==> config.mk <==
export PLATFORM = sky130hd
export DESIGN_NAME = addsub_seq_flat
export DESIGN_NICKNAME = d
export VERILOG_FILES = /design/src/rtl/addsub_seq_if.sv /design/src/rtl/addsub_seq.sv /design/src/flat_wrapper.sv
export SDC_FILE = /design/constraint.sdc
export NUM_CORES = 1
export LEC_CHECK = 0
export BUFFER_PORTS_ARGS = -buffer_cell sky130_fd_sc_hd__buf_2
export CORE_UTILIZATION = 25
export CTS_CLUSTER_SIZE = 10
export DETAILED_ROUTE_END_ITERATION = 7
export PLACE_DENSITY_LB_ADDON = 0.25
export SLEW_MARGIN = 20
export SYNTH_ARGS = -nofsm -noshare
export SYNTH_HDL_FRONTEND = slang
export SYNTH_SLANG_ARGS = --single-unit
==> constraint.sdc <==
create_clock -name clk -period 4.3 [get_ports clk]
set_input_delay 0.215 -clock clk [delete_from_list [all_inputs] [get_ports clk]]
set_output_delay 0.215 -clock clk [all_outputs]
set_load 0.05 [all_outputs]
==> src/rtl/addsub_seq_if.sv <==
// addsub_seq_if: request/response bundle between a requester and addsub_seq.
//   master : drives start, op_sub, op_a, op_b; observes ready, done, result, flags
//   slave  : the controller side (addsub_seq)
// Signals:
//   start   request, taken only while ready=1
//   op_sub  0 = A+B, 1 = A-B
//   op_a    operand A (WIDTH bits)
//   op_b    operand B (WIDTH bits)
//   ready   controller idle and able to accept
//   done    one-cycle completion pulse
//   result  sum/difference modulo 2^WIDTH
//   cout    carry out of MSB (no-borrow for subtraction)
//   ovf     two's-complement overflow
//   zero    result == 0
interface addsub_seq_if #(
  parameter int NIBBLES = 4
);
  localparam int WIDTH = 4 * NIBBLES;

  logic             start;
  logic             op_sub;
  logic [WIDTH-1:0] op_a;
  logic [WIDTH-1:0] op_b;
  logic             ready;
  logic             done;
  logic [WIDTH-1:0] result;
  logic             cout;
  logic             ovf;
  logic             zero;

  modport master (
    output start, op_sub, op_a, op_b,
    input  ready, done, result, cout, ovf, zero
  );

  modport slave (
    input  start, op_sub, op_a, op_b,
    output ready, done, result, cout, ovf, zero
  );
endinterface

==> src/rtl/addsub_seq.sv <==
// addsub_seq: multi-cycle N-nibble adder/subtractor. A single 4-bit
// carry-lookahead adder is walked over the operand nibbles LSB first, with the
// carry held in a register between cycles.
// Ports:
//   clk  rising-edge clock
//   rst  synchronous reset, active high
//   bus  addsub_seq_if.slave (start/op_sub/op_a/op_b in; ready/done/result/
//        cout/ovf/zero out)

// 4-bit carry-lookahead adder. No carry-out port: the caller rebuilds it
// from the MSB operands and sum bit.
module adder (
  output logic [3:0] s,
  output logic       ovf,
  input  logic [3:0] a,
  input  logic [3:0] b,
  input  logic       cin
);
  logic [3:0] g;
  logic [3:0] p;
  logic [4:0] c;

  always_comb begin
    g    = a & b;
    p    = a ^ b;
    c[0] = cin;
    c[1] = g[0] | (p[0] & c[0]);
    c[2] = g[1] | (p[1] & g[0]) | (p[1] & p[0] & c[0]);
    c[3] = g[2] | (p[2] & g[1]) | (p[2] & p[1] & g[0]) | (p[2] & p[1] & p[0] & c[0]);
    c[4] = g[3] | (p[3] & g[2]) | (p[3] & p[2] & g[1]) | (p[3] & p[2] & p[1] & g[0])
         | (p[3] & p[2] & p[1] & p[0] & c[0]);
    s    = p ^ c[3:0];
    ovf  = c[3] ^ c[4];
  end
endmodule

module addsub_seq #(
  parameter int NIBBLES = 4
) (
  input  logic         clk,
  input  logic         rst,
  addsub_seq_if.slave  bus
);
  localparam int WIDTH = 4 * NIBBLES;
  // One extra bit so k can reach NIBBLES without wrapping.
  localparam int KW = $clog2(NIBBLES) + 1;
  localparam logic [KW-1:0] K_LAST = KW'(NIBBLES - 1);

  typedef enum logic [1:0] {
    S_IDLE,
    S_RUN,
    S_DONE
  } state_t;

  state_t           state_q, state_d;
  logic [KW-1:0]    k_q, k_d;
  logic             carry_q, carry_d;
  logic             sub_q, sub_d;
  logic [WIDTH-1:0] a_q, a_d;
  logic [WIDTH-1:0] b_q, b_d;
  logic [WIDTH-1:0] result_q, result_d;
  logic             cout_q, cout_d;
  logic             ovf_q, ovf_d;
  logic             zero_q, zero_d;

  logic [3:0] add_a;
  logic [3:0] add_b;
  logic       add_cin;
  logic [3:0] add_s;
  logic       add_ovf;
  logic       c4;

  // Nibble k of the latched operands; B is inverted for subtraction and the
  // +1 of the two's complement enters as the first cin.
  always_comb begin
    add_a = 4'h0;
    add_b = 4'h0;
    for (int i = 0; i < NIBBLES; i++) begin
      if (k_q == KW'(i)) begin
        add_a = a_q[4*i +: 4];
        add_b = b_q[4*i +: 4];
      end
    end
    add_b   = add_b ^ {4{sub_q}};
    add_cin = (k_q == '0) ? sub_q : carry_q;
  end

  adder u_adder (
    .s   (add_s),
    .ovf (add_ovf),
    .a   (add_a),
    .b   (add_b),
    .cin (add_cin)
  );

  // Carry out of bit 3 rebuilt from a3, b3 and s3 (s3 = a3^b3^c3).
  assign c4 = (add_a[3] & add_b[3]) | ((add_a[3] | add_b[3]) & ~add_s[3]);

  always_comb begin
    state_d  = state_q;
    k_d      = k_q;
    carry_d  = carry_q;
    sub_d    = sub_q;
    a_d      = a_q;
    b_d      = b_q;
    result_d = result_q;
    cout_d   = cout_q;
    ovf_d    = ovf_q;
    zero_d   = zero_q;

    unique case (state_q)
      S_IDLE: begin
        if (bus.start) begin
          a_d      = bus.op_a;
          b_d      = bus.op_b;
          sub_d    = bus.op_sub;
          k_d      = '0;
          result_d = '0;
          cout_d   = 1'b0;
          ovf_d    = 1'b0;
          zero_d   = 1'b0;
          state_d  = S_RUN;
        end
      end
      S_RUN: begin
        for (int i = 0; i < NIBBLES; i++) begin
          if (k_q == KW'(i)) result_d[4*i +: 4] = add_s;
        end
        carry_d = c4;
        k_d     = k_q + KW'(1);
        if (k_q == K_LAST) begin
          cout_d  = c4;
          ovf_d   = add_ovf;
          // Registered on entry to DONE so it is not asserted out of reset.
          zero_d  = (result_d == '0);
          state_d = S_DONE;
        end
      end
      S_DONE: begin
        state_d = S_IDLE;
      end
      default: begin
        state_d = S_IDLE;
      end
    endcase
  end

  always_ff @(posedge clk) begin
    if (rst) begin
      state_q  <= S_IDLE;
      k_q      <= '0;
      carry_q  <= 1'b0;
      sub_q    <= 1'b0;
      result_q <= '0;
      cout_q   <= 1'b0;
      ovf_q    <= 1'b0;
      zero_q   <= 1'b0;
    end else begin
      state_q  <= state_d;
      k_q      <= k_d;
      carry_q  <= carry_d;
      sub_q    <= sub_d;
      result_q <= result_d;
      cout_q   <= cout_d;
      ovf_q    <= ovf_d;
      zero_q   <= zero_d;
    end
  end

  // Operand latches carry no reset: they are only read after a fresh load.
  always_ff @(posedge clk) begin
    a_q <= a_d;
    b_q <= b_d;
  end

  assign bus.ready  = (state_q == S_IDLE);
  assign bus.done   = (state_q == S_DONE);
  assign bus.result = result_q;
  assign bus.cout   = cout_q;
  assign bus.ovf    = ovf_q;
  assign bus.zero   = zero_q;
endmodule

==> src/flat_wrapper.sv <==
// flat-port wrapper written by rule: the top's interface ports become plain ports
module addsub_seq_flat 
#(
  parameter int NIBBLES = 4
)
  (clk, rst, bus_start, bus_op_sub, bus_op_a, bus_op_b, bus_ready, bus_done, bus_result, bus_cout, bus_ovf, bus_zero);
  addsub_seq_if #(.NIBBLES(NIBBLES)) bus_i ();
  input  logic clk;
  input  logic rst;
  input wire logic [$bits(bus_i.start)-1:0] bus_start;
  input wire logic [$bits(bus_i.op_sub)-1:0] bus_op_sub;
  input wire logic [$bits(bus_i.op_a)-1:0] bus_op_a;
  input wire logic [$bits(bus_i.op_b)-1:0] bus_op_b;
  output wire logic [$bits(bus_i.ready)-1:0] bus_ready;
  output wire logic [$bits(bus_i.done)-1:0] bus_done;
  output wire logic [$bits(bus_i.result)-1:0] bus_result;
  output wire logic [$bits(bus_i.cout)-1:0] bus_cout;
  output wire logic [$bits(bus_i.ovf)-1:0] bus_ovf;
  output wire logic [$bits(bus_i.zero)-1:0] bus_zero;
  assign bus_i.start = bus_start;
  assign bus_i.op_sub = bus_op_sub;
  assign bus_i.op_a = bus_op_a;
  assign bus_i.op_b = bus_op_b;
  assign bus_ready = bus_i.ready;
  assign bus_done = bus_i.done;
  assign bus_result = bus_i.result;
  assign bus_cout = bus_i.cout;
  assign bus_ovf = bus_i.ovf;
  assign bus_zero = bus_i.zero;
  addsub_seq #(.NIBBLES(NIBBLES)) u_core (.clk(clk), .rst(rst), .bus(bus_i));
endmodule
Yosys cells after proc, flatten, opt, wreduce, memory -nomap -nowiden
Index checks and enable logic that the tools add are counted.

word-level totals
  bits in registers = 58
  output and inout port bits = 21
  input bits = 36
  logic and storage cells = 93

cells by class
  mux-type cells = 31
  reductions and logical operators = 8
  eq/ne operators = 7
  add/sub/neg operators = 1
  bitwise logic cells = 36

operators by type and width
  operator                                                count
  two-way mux 4 bit                                       16
  one-hot mux 16 bit (2 select lines)                     1
  bitwise AND 1 bit                                       18
  zero test 16 bit                                        1
  two-way mux 16 bit                                      1
  bitwise OR 1 bit                                        12
  bitwise XOR 4 bit                                       3
  equality test 3 x 2 -> 1 bit (second input constant)    2
  one-hot mux 1 bit (2 select lines)                      3
  one-hot mux 3 bit (2 select lines)                      1
  AND reduction 2 bit                                     3
  two-way mux 1 bit                                       5
  bitwise AND 4 bit                                       1
  two-way mux 2 bit                                       2
  one-hot mux 2 bit (2 select lines)                      1
  adder 3 x 1 -> 3 bit (second input constant)            1
  equality test 3 x 1 -> 1 bit (second input constant)    1
  zero test 3 bit                                         1
  two-way mux 3 bit                                       1
  AND reduction 3 bit                                     1
  equality test 2 x 1 -> 1 bit (second input constant)    1
  equality test 2 bit (second input constant)             1
  zero test 2 bit                                         1
  inequality test 2 x 1 -> 1 bit (second input constant)  1
  other kinds (4)                                         4

Logic depth before layout (Yosys ltp)
Gate-level depths: netlist (run 1).

  depth after elaboration = 17
  depth in mapped cells = 17
  gate-level depth less buffers = 16

Hierarchy
Synthesis (run 1) repeated with hierarchy kept, for this count alone.

unflattened totals
  cell total of the unflattened synthesis = 266
  area, all modules = 2723.9 µm²

by module, submodules not included
  module      area an instance (µm²)  cells each  seq. area each (µm²)  instances
  addsub_seq  2565.0                  248         1481.4                1
  adder       158.9                   18          0.0                   1

Worst setup path after synthesis (run 1)
OpenSTA, ideal clock, no wires.

  path type = flip-flop to flip-flop
  start point = register u_core.k_q[0]
  end point = register u_core.zero_q (netlist: u_core.bus.zero)
  path buffers = 1
  setup time = 84 ps
  data required time = 4216 ps
  arrival time = 4342 ps
  stages on the path, launching flop included = 16
  clock period less this slack = 4426 ps
  path slack = -126 ps
  cells stage by stage = dfxtp_1 ha_1 ha_1 clkbuf_1 nor2_1 a22oi_1 xnor2_1 ha_1 a2111o_1 o211a_1 fa_1 mux2_1 a211oi_1 o2111ai_1 or4b_1 o31ai_2

between the ends
  longest elaborated chain between the ends = 17
  elaborated cells between the ends (all ways) = 45
  those cells by class = eq/ne: 4; mux: 19; bitwise: 19; reduce/logical: 3

RTL lines
  element                                                              RTL line                                               text
  start: declaration                                                   addsub_seq.sv:56                                       logic [KW-1:0] k_q, k_d;
  start signal: assignment                                             addsub_seq.sv:160                                      k_q <= k_d;
  zero test 3 bit                                                      addsub_seq.sv:79, addsub_seq.sv:85, addsub_seq.sv:127
  two-way mux 4 bit (4 in series)                                      addsub_seq.sv:79                                       if (k_q == KW'(i)) begin
  bitwise XOR 4 bit                                                    addsub_seq.sv:84                                       add_b = add_b ^ {4{sub_q}};
  bitwise XOR 4 bit or bitwise AND 4 bit (tied branches)               addsub_seq.sv:25, addsub_seq.sv:24
  bitwise AND 1 bit                                                    addsub_seq.sv:29                                       c[3] = g[2] | (p[2] & g[1]) | (p[2] & p[1] & g[0]) | (p[2] & p[1] & p[0] & c[0]);
  bitwise OR 1 bit or bitwise AND 1 bit (tied branches) (2 in series)  addsub_seq.sv:29
  bitwise OR 1 bit                                                     addsub_seq.sv:29
  bitwise XOR 4 bit                                                    addsub_seq.sv:32                                       s = p ^ c[3:0];
  two-way mux 4 bit                                                    addsub_seq.sv:127                                      if (k_q == KW'(i)) result_d[4*i +: 4] = add_s;
  two-way mux 4 bit                                                    addsub_seq.sv:111                                      unique case (state_q)
  zero test 16 bit                                                     addsub_seq.sv:135                                      zero_d = (result_d == '0);
  two-way mux 1 bit                                                    addsub_seq.sv:131                                      if (k_q == K_LAST) begin
  one-hot mux 1 bit (2 select lines)                                   addsub_seq.sv:111
  end signal: assignment                                               addsub_seq.sv:166                                      zero_q <= zero_d;
  end: declaration                                                     addsub_seq.sv:64                                       logic zero_q, zero_d;

Parallel ways exist; a longest one is shown, timed or not. The select of a mux whose other input is x is not followed.
A chain may end at the register's enable or synchronous reset.

Worst setup path after layout (run 1)
  start point = register u_core.k_q[1]
  end point = register u_core.zero_q (netlist: u_core.bus.zero)

The elaborated chain is that of the path after synthesis.

==> results of run 1 <==
==> logic make-up (layout without fill, tap and decap cells) <==
family / Yosys count / count (layout) / share of synthesized area [%]
compound gates: 74 / 74 / 17.87
flops: 58 / 58 / 52.37
mux: 4 / 4 / 1.636
simple gates: 97 / 97 / 16.59
buf+inv: 20 / 100 / 3.096
fa+ha+maj: 13 / 13 / 6.280
xor+xnor: 7 / 7 / 2.167
==> path summary, 6_finish.rpt <==
| path | slack, ps | startpoint | end |
|---|---|---|---|
| max | 250 | u_core.k_q[1] | u_core.bus.zero |
| min | 60 | bus_op_a[10] | u_core.a_q[10] |
| max reg2reg | 250 | u_core.k_q[1] | u_core.bus.zero |
| min reg2reg | 450 | u_core.bus.cout | u_core.bus.cout |
==> report_power, final <==
group | internal (uW) | switching [uW]
clock network | 387 | 262
logic | 172 | 245
registers | 620 | 17.2
==> through the flow <==
step                instance area [um2]  TNS, ps  setup slack [ps]  total power [uW]  std cells
global route                       3695        0             3.816              1788        493
finish                             3695        0             249.8              1704        493
global placement                   3362        0             92.65              1051        474
floorplan                          2834        0             10.83             905.3        273
detailed placement                 3362   -41.91            -41.91              1051        474
CTS                                3650        0             14.99              1709        492
==> per-layer routing <==
metal	share of wire [%]	GRT usage, %	routed length (um)	up-vias
li1	-	-	-	1152
met1	50	16.79	3486	1025
met2	43	18.79	2969	73
met3	5.6	3.797	388	8
met4	1.1	3.958	74	0
met5	0	0	0	-
==> area by class of cell <==
cell class | instances | area (um2)
clock buffers | 9 | 225.2
clock inverters | 7 | 45.04
fillers | 1138 | 7241
inverters | 7 | 27.53
multi-input cells | 195 | 1294
flip-flops and latches | 58 | 1486
well taps | 140 | 175.2
repair buffers | 77 | 441.7
==> registers in the layout, indices dropped and copies added, names as in the netlist <==
name,cells
u_core.a_q,16
u_core.b_q,16
u_core.bus.result,16
u_core.k_q,3
u_core.state_q,2
u_core.bus.cout,1
u_core.bus.ovf,1
u_core.bus.zero,1
u_core.carry_q,1
u_core.sub_q,1
==> critical path: stages (launching register included) <==
cell	delay, ps
dfxtp_2	340
inv_1	80
ha_2	210
and3b_1	180
a21oi_1	100
o21ai_0	100
a22oi_2	220
xnor2_2	120
buf_4	140
ha_1	160
a2111o_1	400
o211a_1	160
fa_1	450
mux2_1	320
a211oi_2	150
o2111ai_1	120
or4b_4	520
o31ai_2	170
==> cells in the final DEF (no fill, tap or decap), types with 3 or more instances in the layout <==
cell and instances:
xnor2_1 4, ha_2 4, inv_1 5, nor2b_1 7, o21ai_0 16, clkbuf_16 9, edfxtp_1 32, a32oi_1 6
buf_2 56, o2111ai_1 3, a21oi_1 16, ha_1 7, clkinv_2 3, nand2b_1 4, nand2_1 29, clkinvlp_4 3
buf_4 20, and3b_1 4, o31ai_1 4, nor2_1 34, dfxtp_1 24, o211ai_1 3, a22oi_1 10, nand3b_1 4
a22o_1 3
==> repair_timing <==
item	4_1_cts	5_1_grt
buffers inserted	2	1
endpoints found under the setup margin	1	1
gates resized for setup	2	12
pin swaps	2	7
hold buffers	0	0
==> impl_metrics.tcl, run 1 <==
set metrics [dict create \
    drv_slew 0 \
    numCtsBuffers 9 \
    fp.dieW_um 108.4 \
    dp_hpwl_um 5065 \
    min_path_type "in2reg" \
    hold_viol 0 \
    yosysSeqAreaShare_pct 52.37 \
    synthTopCellsByCount "nor2_1, edfxtp_1, nand2_1" \
    drive_gt1_share_pct 31.44 \
    rows 38 \
    postRouteWirelength_um 6918 \
    grt_pass1_vias 2225 \
    antenna_found_initial 0 \
    min_period_over_period_pct 94.19 \
    cp_max_fo 4 \
    ys_warn_count 0 \
    vias 2258 \
    die-height_um 108.4 \
    rsz0062_at_grt "no" \
    synth_seq_cells 58 \
    ant_nets 0 \
    power_density_mw_per_mm2 461.1 \
    synth_flop_cell "edfxtp_1" \
    synthArstFlopShare_pct 0 \
    clockBufferDepth 2 \
    syn_avg_cell_area_um2 10.36 \
    grt_pass1_wl_um 11070 \
    peakVddDrop_uv 208.0 \
    final_nets 397 \
    start_util_pct 25.87 \
    synth_top_area_cell "edfxtp_1" \
    fin_crit_ps 4050 \
    utilization_pct 33.79 \
    end_kind "register" \
    max_freq_mhz 246.9 \
    finalSetupViolCount 0 \
    slew_headroom_pct 55.20 \
    worst_hold_slack_ps 61.62 \
    dieArea_mm2 0.01175 \
    grt_max_degree 34 \
    status "finished, final reports clean" \
    yosys-top-cells-area "edfxtp_1, dfxtp_1, ha_1, nor2_1, nand2_1" \
    cp-start-kind "register" \
    p_leak_uw 0.001503 \
    portBuffers 56 \
    reg2regPathDepth 17 \
    yosysTopAreaCellShare_pct 33.97 \
    drc 0 \
    required_ps 4540 \
    core_area_mm2 0.01094 \
    place_congestion 0.7642 \
    ys_types 45 \
    root_buffer "clkbuf_16" \
    synth-edff-count 32 \
    syn_area_mm2 0.002829 \
    htree_levels 3 \
    arrival_ps 4290 \
    clk_pin_slew_worst_paths_ps 60 \
    drtIter0Drc 77 \
    synthCells 273 \
    min_delay_path_depth 1 \
    maxCapViolations 0 \
    num_antenna_cells 0 \
    clkSinkCount 58 \
    top_level_ports 57 \
    areaGrowthSynthToFinish_pct 30.61 \
    wl_per_cell_um 14.03 \
    cts_tree "built" \
    synth_most_common_cell "nor2_1" \
    avgViaCountPerCell 4.580 \
    insertion_delay_ps 320 \
    skew_ps 7.458 \
    syn_nets 322 \
    tightest_slew_ps 671.0 \
    worstSetupPathType "reg2reg" \
    grtUsageTotal_pct 12.40 \
    dr.pass1.iters 4 \
    grt.overflow.total 0 \
]
Note: power is estimated with default switching activity, not from simulation.
==> inputs of run 2 (changes only) <==
GPL_TIMING_DRIVEN = 0   (was unset)
HOLD_SLACK_MARGIN = 0.12   (was unset)
==> run 2 against run 1 <==
- register-to-register slack lost 90 ps
- wire length grew 8.4%
- critical path depth shrank 2
- clock power grew 11%
- cell count grew 6.9%
- clock skew is essentially flat
==> impl_metrics.tcl, run 2 (synthesis results as in run 1) <==
set metrics [dict create \
    rows 38 \
    p_sw_share_pct 30.28 \
    grt_pass1_vias 2414 \
    min_period_over_period_pct 96.23 \
    postRouteWirelength_um 7501 \
    routed-wl-met3_um 410 \
    num_antenna_cells 0 \
    drv_slew 0 \
    wl_met1_um 3512 \
    met2_length_um 3424 \
    p_comb_share_pct 25.3 \
    cts_tree "built" \
    cp-start-kind "register" \
    worst_hold_slack_ps 152.2 \
    insertion_delay_ps 330 \
    min_delay_path_depth 3 \
    wl_per_cell_um 14.23 \
    fillers 1057 \
    p_int_uw 1263 \
    vias 2459 \
    status "finished, final reports clean" \
    timing.rr.start "u_core.k_q[0]" \
    final_common_cell "buf_2" \
    ant_nets 0 \
    start_util_pct 25.87 \
    final_nets 431 \
    slew_headroom_pct 44.79 \
    place_congestion 0.7737 \
    highest_layer "met4" \
    hold-path-endpoint "u_core.sub_q" \
    grtUsageTotal_pct 13.72 \
    drtIter0Drc 89 \
    skew_ps 7.312 \
    numCtsBuffers 9 \
    p_sw_uw 548.4 \
    p_leak_uw 0.001652 \
    multi_input_area_mm2 0.001350 \
    hold_start "bus_op_sub" \
    fp.dieW_um 108.4 \
    root_buffer "clkbuf_16" \
    worstSetupPathType "reg2reg" \
    grt.overflow.total 0 \
    cp_max_fo 10 \
    finalSetupViolCount 0 \
    hold_viol 0 \
    end_kind "register" \
    required_ps 4550 \
    dr.pass1.iters 5 \
    r2r_slack_ps 160 \
    pwr-share-clk_pct 39.7 \
    utilization_pct 37.60 \
    clk_pin_slew_worst_paths_ps 50 \
    max_freq_mhz 241.7 \
    power_density_mw_per_mm2 440.5 \
    die-height_um 108.4 \
    grt_max_degree 34 \
    dieArea_mm2 0.01175 \
    drive_gt1_share_pct 29.46 \
    register_area_mm2 0.001489 \
    avgViaCountPerCell 4.666 \
    core_area_mm2 0.01094 \
    tightest_slew_ps 822.2 \
    final_cell_mix "buf_2, nor2_1, dlygate4sd3_1, edfxtp_1, nand2_1" \
    portBuffers 56 \
    clkSinkCount 58 \
    drc 0 \
    clockBufferDepth 2 \
    sequentialPowerShare_pct 35.1 \
    arrival_ps 4380 \
    dp_hpwl_um 5110 \
    r2r_end "u_core.bus.zero" \
    top_level_ports 57 \
    areaGrowthSynthToFinish_pct 45.33 \
    htree_levels 3 \
    min_path_type "in2reg" \
    fin_crit_ps 4138 \
    reg2regPathDepth 15 \
    peakVddDrop_uv 189.1 \
    grt_pass1_wl_um 11960 \
    maxCapViolations 0 \
    antenna_found_initial 0 \
]
[run 2: cell count changes in the layout (fill, tap and decap cells not counted), moves of 2 or more]
cell / delta
dlygate4sd3_1: +32
clkbuf_8: +3
buf_4: -7
inv_1: -2
inv_2: +2
clkbuf_1: +6
ha_2: -4
ha_4: +4
[run 2: layout make-up]
| type | instances | area share [%] |
|---|---|---|
| Timing Repair Buffer | 100 | 16.80 |
| Multi-Input combinational cell | 195 | 32.84 |
| Clock buffer | 10 | 5.569 |
| Buffer | 11 | 2.039 |
| Tap cell | 140 | 4.261 |
| Sequential cell | 58 | 36.21 |
| Inverter | 7 | 0.6695 |
| Clock inverter | 6 | 1.613 |
[run 2: per-layer routing]
| metal | vias to the layer above | global-route usage [%] |
|---|---|---|
| li1 | 1224 | - |
| met2 | 88 | 22.57 |
| met5 | - | 0 |
| met4 | 0 | 5.695 |
| met3 | 15 | 3.617 |
| met1 | 1132 | 16.97 |
[run 2: what timing repair did]
action	in CTS	in global routing
setup buffers	8	4
hold buffers	32	0
setup endpoints to repair	1	1
pin swaps	7	9
resized for setup	26	8
hold endpoints to repair	32	0
cloned	0	0
[run 2: how the worst max path moves through the flow]
stage / cells past startpoint / end / start
4_1_cts: 16 / u_core.bus.zero / u_core.k_q[1]
3_5_place_dp: 15 / u_core.bus.zero / u_core.k_q[0]
2_1_floorplan: 17 / u_core.bus.zero / u_core.k_q[0]
6_report: 15 / u_core.bus.zero / u_core.k_q[0]
3_3_place_gp: 15 / u_core.bus.zero / u_core.k_q[0]
5_1_grt: 16 / u_core.bus.zero / u_core.k_q[0]
[run 2: power groups by stage]
stage,clock [uW],combinational (uW),sequential (uW)
floorplan,0,239,667
global placement,0,376,645
detailed placement,0,373,646
CTS,725,438,635
global route,751,501,639
finish,718,458,635
[run 2: worst max-delay path, cell delays in order, from the launching register on]
cell	delay [ps]
dfxtp_4	370
ha_1	230
ha_4	190
clkbuf_8	170
nor2_4	170
a22oi_2	120
xnor2_2	160
ha_1	320
a2111o_1	400
o211a_1	160
fa_2	440
mux2_2	290
a211oi_2	170
o2111ai_1	140
or4b_4	530
o31ai_2	170
[run 2: metrics by stage]
stage | setup TNS, ps | cells | cell area (um2) | setup WS (ps) | total power [uW]
finish | 0 | 527 | 4111 | 162.2 | 1811
global route | -25.21 | 527 | 4111 | -25.21 | 1891
CTS | 0 | 523 | 4061 | 3.429 | 1798
detailed placement | -622.4 | 469 | 3289 | -622.4 | 1019
global placement | -585.7 | 469 | 3289 | -585.7 | 1021
floorplan | 0 | 273 | 2834 | 10.83 | 905.3
==> inputs of run 3 (changes only) <==
ABC_AREA = 1   (was unset)
==> run 3 against run 2 <==
- register-to-register slack better by 220 ps
- flip-flop and latch count unchanged
- die area rose by 1.2%
- critical path type unchanged
- largest power group unchanged
==> impl_metrics.tcl, run 3 <==
set metrics [dict create \
    timing.rr.start "u_core.k_q[0]" \
    place_congestion 0.7625 \
    p_comb_share_pct 22.3 \
    rows 38 \
    root_buffer "clkbuf_16" \
    synth_compound_area_share_pct 13.28 \
    dp_cells 508 \
    muxShareOfSynthArea_pct 0 \
    min_path_type "in2reg" \
    portBuffers 55 \
    vias 2401 \
    synth-simple-area-share_pct 19.22 \
    crit_family "adder cells" \
    numCtsBuffers 9 \
    p_sw_uw 528.7 \
    layout.cells.non_filler 559 \
    cp_common_cell "nor2_1" \
    path_cells "ha_1 -> ha_1 -> buf_4 -> inv_2 -> buf_4 -> o21ai_0 -> o21ai_0 -> ha_2 -> nand2_1 -> inv_1 -> nand3_2 -> nand2_1 -> a21o_1 -> fa_2 -> o21ai_2 -> nand3_1 -> nor2_1 -> nand3_1 -> nor2_2 -> nand2_1 -> nor2_1 -> nor2_1 -> nor2_1" \
    areaGrowthSynthToFinish_pct 40.59 \
    maxCapViolations 0 \
    cts_tree "built" \
    ant_nets 0 \
    hold-path-endpoint "u_core.sub_q" \
    grt_pass1_vias 2414 \
    final_cell_mix "buf_2, nand2_1, inv_1, dlygate4sd3_1, edfxtp_1" \
    htree_levels 3 \
    clk_pin_slew_worst_paths_ps 50 \
    r2r_slack_ps 390 \
    min_period_over_period_pct 91.02 \
    ys_warn_count 0 \
    avgViaCountPerCell 4.295 \
    status "finished, final reports clean" \
    hold_start "bus_op_sub" \
    drive_gt1_share_pct 29.36 \
    synth-edff-count 32 \
    max_freq_mhz 255.5 \
    fin_crit_ps 3914 \
    cp-start-kind "register" \
    die-height_um 109.0 \
    yosysTopAreaCellShare_pct 33.55 \
    cp_max_fo 10 \
    yosys-top-cells-area "edfxtp_1, dfxtp_1, nand2_1, ha_1, inv_1" \
    syn_area_mm2 0.002864 \
    tightest_slew_ps 661.9 \
    dp_hpwl_um 4900 \
    arrival_ps 4180 \
    syn_nets 362 \
    yosysSeqAreaShare_pct 51.73 \
    clkSinkCount 58 \
    peakVddDrop_uv 238.5 \
    synth_top_family_by_area "simple AND/OR/NAND/NOR gates" \
    drv_slew 0 \
    stdcell_area_mm2 0.004026 \
    slew_headroom_pct 55.81 \
    power_density_mw_per_mm2 464.9 \
    insertion_delay_ps 330 \
    dieArea_mm2 0.01189 \
    top_level_ports 57 \
    p_int_uw 1343 \
    wl_per_cell_um 12.33 \
    fp.dieW_um 109.0 \
    antenna_found_initial 0 \
    synth_fa_ha_area_share_pct 6.204 \
    synth_most_common_cell "nand2_1" \
    r2r_end "u_core.bus.zero" \
    grtUsageTotal_pct 12.74 \
    core_area_mm2 0.01098 \
    synthArstFlopShare_pct 0 \
    timing.critical_path.buf_inv 4 \
    finalSetupViolCount 0 \
    critPathMaxStageDelay_ps 530 \
    num_antenna_cells 0 \
    synthCells 313 \
    drtIter0Drc 64 \
    pwr-share-clk_pct 43.8 \
    worstSetupPathType "reg2reg" \
    synthXorXnorAreaFrac_pct 1.835 \
    p_leak_uw 0.001760 \
    ys_types 33 \
    grt_pass1_wl_um 11360 \
    sequentialPowerShare_pct 33.9 \
    end_kind "register" \
    required_ps 4560 \
    fillers 1143 \
    tns_ps 0 \
    start_util_pct 26.08 \
    p_sw_share_pct 28.24 \
    reg2regPathDepth 23 \
    skew_ps 4.459 \
    synth_top_area_cell "edfxtp_1" \
    min_delay_path_depth 3 \
    drc 0 \
    grt_max_degree 34 \
    syn_avg_cell_area_um2 9.150 \
    clockBufferDepth 2 \
    final_nets 463 \
    postRouteWirelength_um 6895 \
    place_area_mm2 0.003314 \
    p_total_uw 1872 \
    cp_slowest_cell "fa_2" \
    utilization_pct 36.66 \
    dr.pass1.iters 4 \
    hold_viol 0 \
    synth_flop_cell "edfxtp_1" \
    synth_seq_cells 58 \
    grt.overflow.total 0 \
    synthTopCellsByCount "nand2_1, inv_1, edfxtp_1" \
]
==> run 3: changes by cell type after synthesis, moves of 9 or more <==
cell     delta
o22ai_1     +9
inv_1      +30
nor2_1     -12
o21ai_1    +10
nand3_1    +11
nand2_1    +29
==> run 3: how the worst max path moves through the flow <==
stage                 endpoint  depth (start not counted)     startpoint  slack (ps)
2_1_floorplan  u_core.bus.zero                         23  u_core.k_q[0]         850
3_3_place_gp   u_core.bus.zero                         23  u_core.k_q[0]         190
5_1_grt        u_core.bus.zero                         23  u_core.k_q[2]          -5
4_1_cts        u_core.bus.zero                         23  u_core.k_q[0]         150
6_report       u_core.bus.zero                         23  u_core.k_q[0]         390
3_5_place_dp   u_core.bus.zero                         23  u_core.k_q[0]         180
==> run 3: stage by stage <==
stage / setup WS (ps) / hold slack (ps)
after global routing: -4.643 / 244.6
final: 386.0 / 207.3
after global placement: 189.9 / 391.1
after floorplan: 854.9 / 313.9
after detailed placement: 179.1 / 393.1
after CTS: 152.5 / 203.5
==> run 3: layout make-up <==
| cell class | instances | area (um2) | share of cell area (%) |
|---|---|---|---|
| timing repair buffer | 90 | 618.1 | 15.35 |
| clock buffer | 9 | 225.2 | 5.594 |
| clock inverter | 7 | 116.4 | 2.890 |
| tap | 140 | 175.2 | 4.351 |
| sequential | 58 | 1483 | 36.82 |
| inverter | 44 | 172.7 | 4.288 |
| multi-input combinational | 201 | 1184 | 29.40 |
| buffer | 10 | 52.55 | 1.305 |
==> run 3: power by group through the flow <==
stage	Sequential (uW)	Combinational, uW	Clock [uW]
floorplan	671	252	0
global placement	645	376	0
detailed placement	646	381	0
CTS	634	405	834
global route	638	468	862
finish	634	417	820
==> run 3: cell families after synthesis <==
| group | count (synthesis) |
|---|---|
| AOI/OAI and AO/OA | 65 |
| buffers and inverters | 54 |
| adders and majority gates | 13 |
| DFF | 58 |
| and+or+nand+nor | 117 |
| xor gates and xnor gates | 6 |
==> run 3: worst min-delay path, cell delays in order <==
cell	delay, ps
buf_2	90
o21ai_0	80
a21oi_1	110
==> run 3: repair_timing <==
item | CTS | global route
hold buffers | 32 | 0
setup endpoints to repair | 0 | 1
buffers inserted | 0 | 3
gates resized for setup | 0 | 12
endpoints found under the hold margin | 32 | 0
==> run 3: per-layer routing <==
layer,global-route usage (%),wire length [um],up-vias
li1,-,-,1239
met1,14.98,3179,1095
met2,21.97,3343,57
met3,3.048,272,10
met4,5.502,100,0
met5,0,0,-
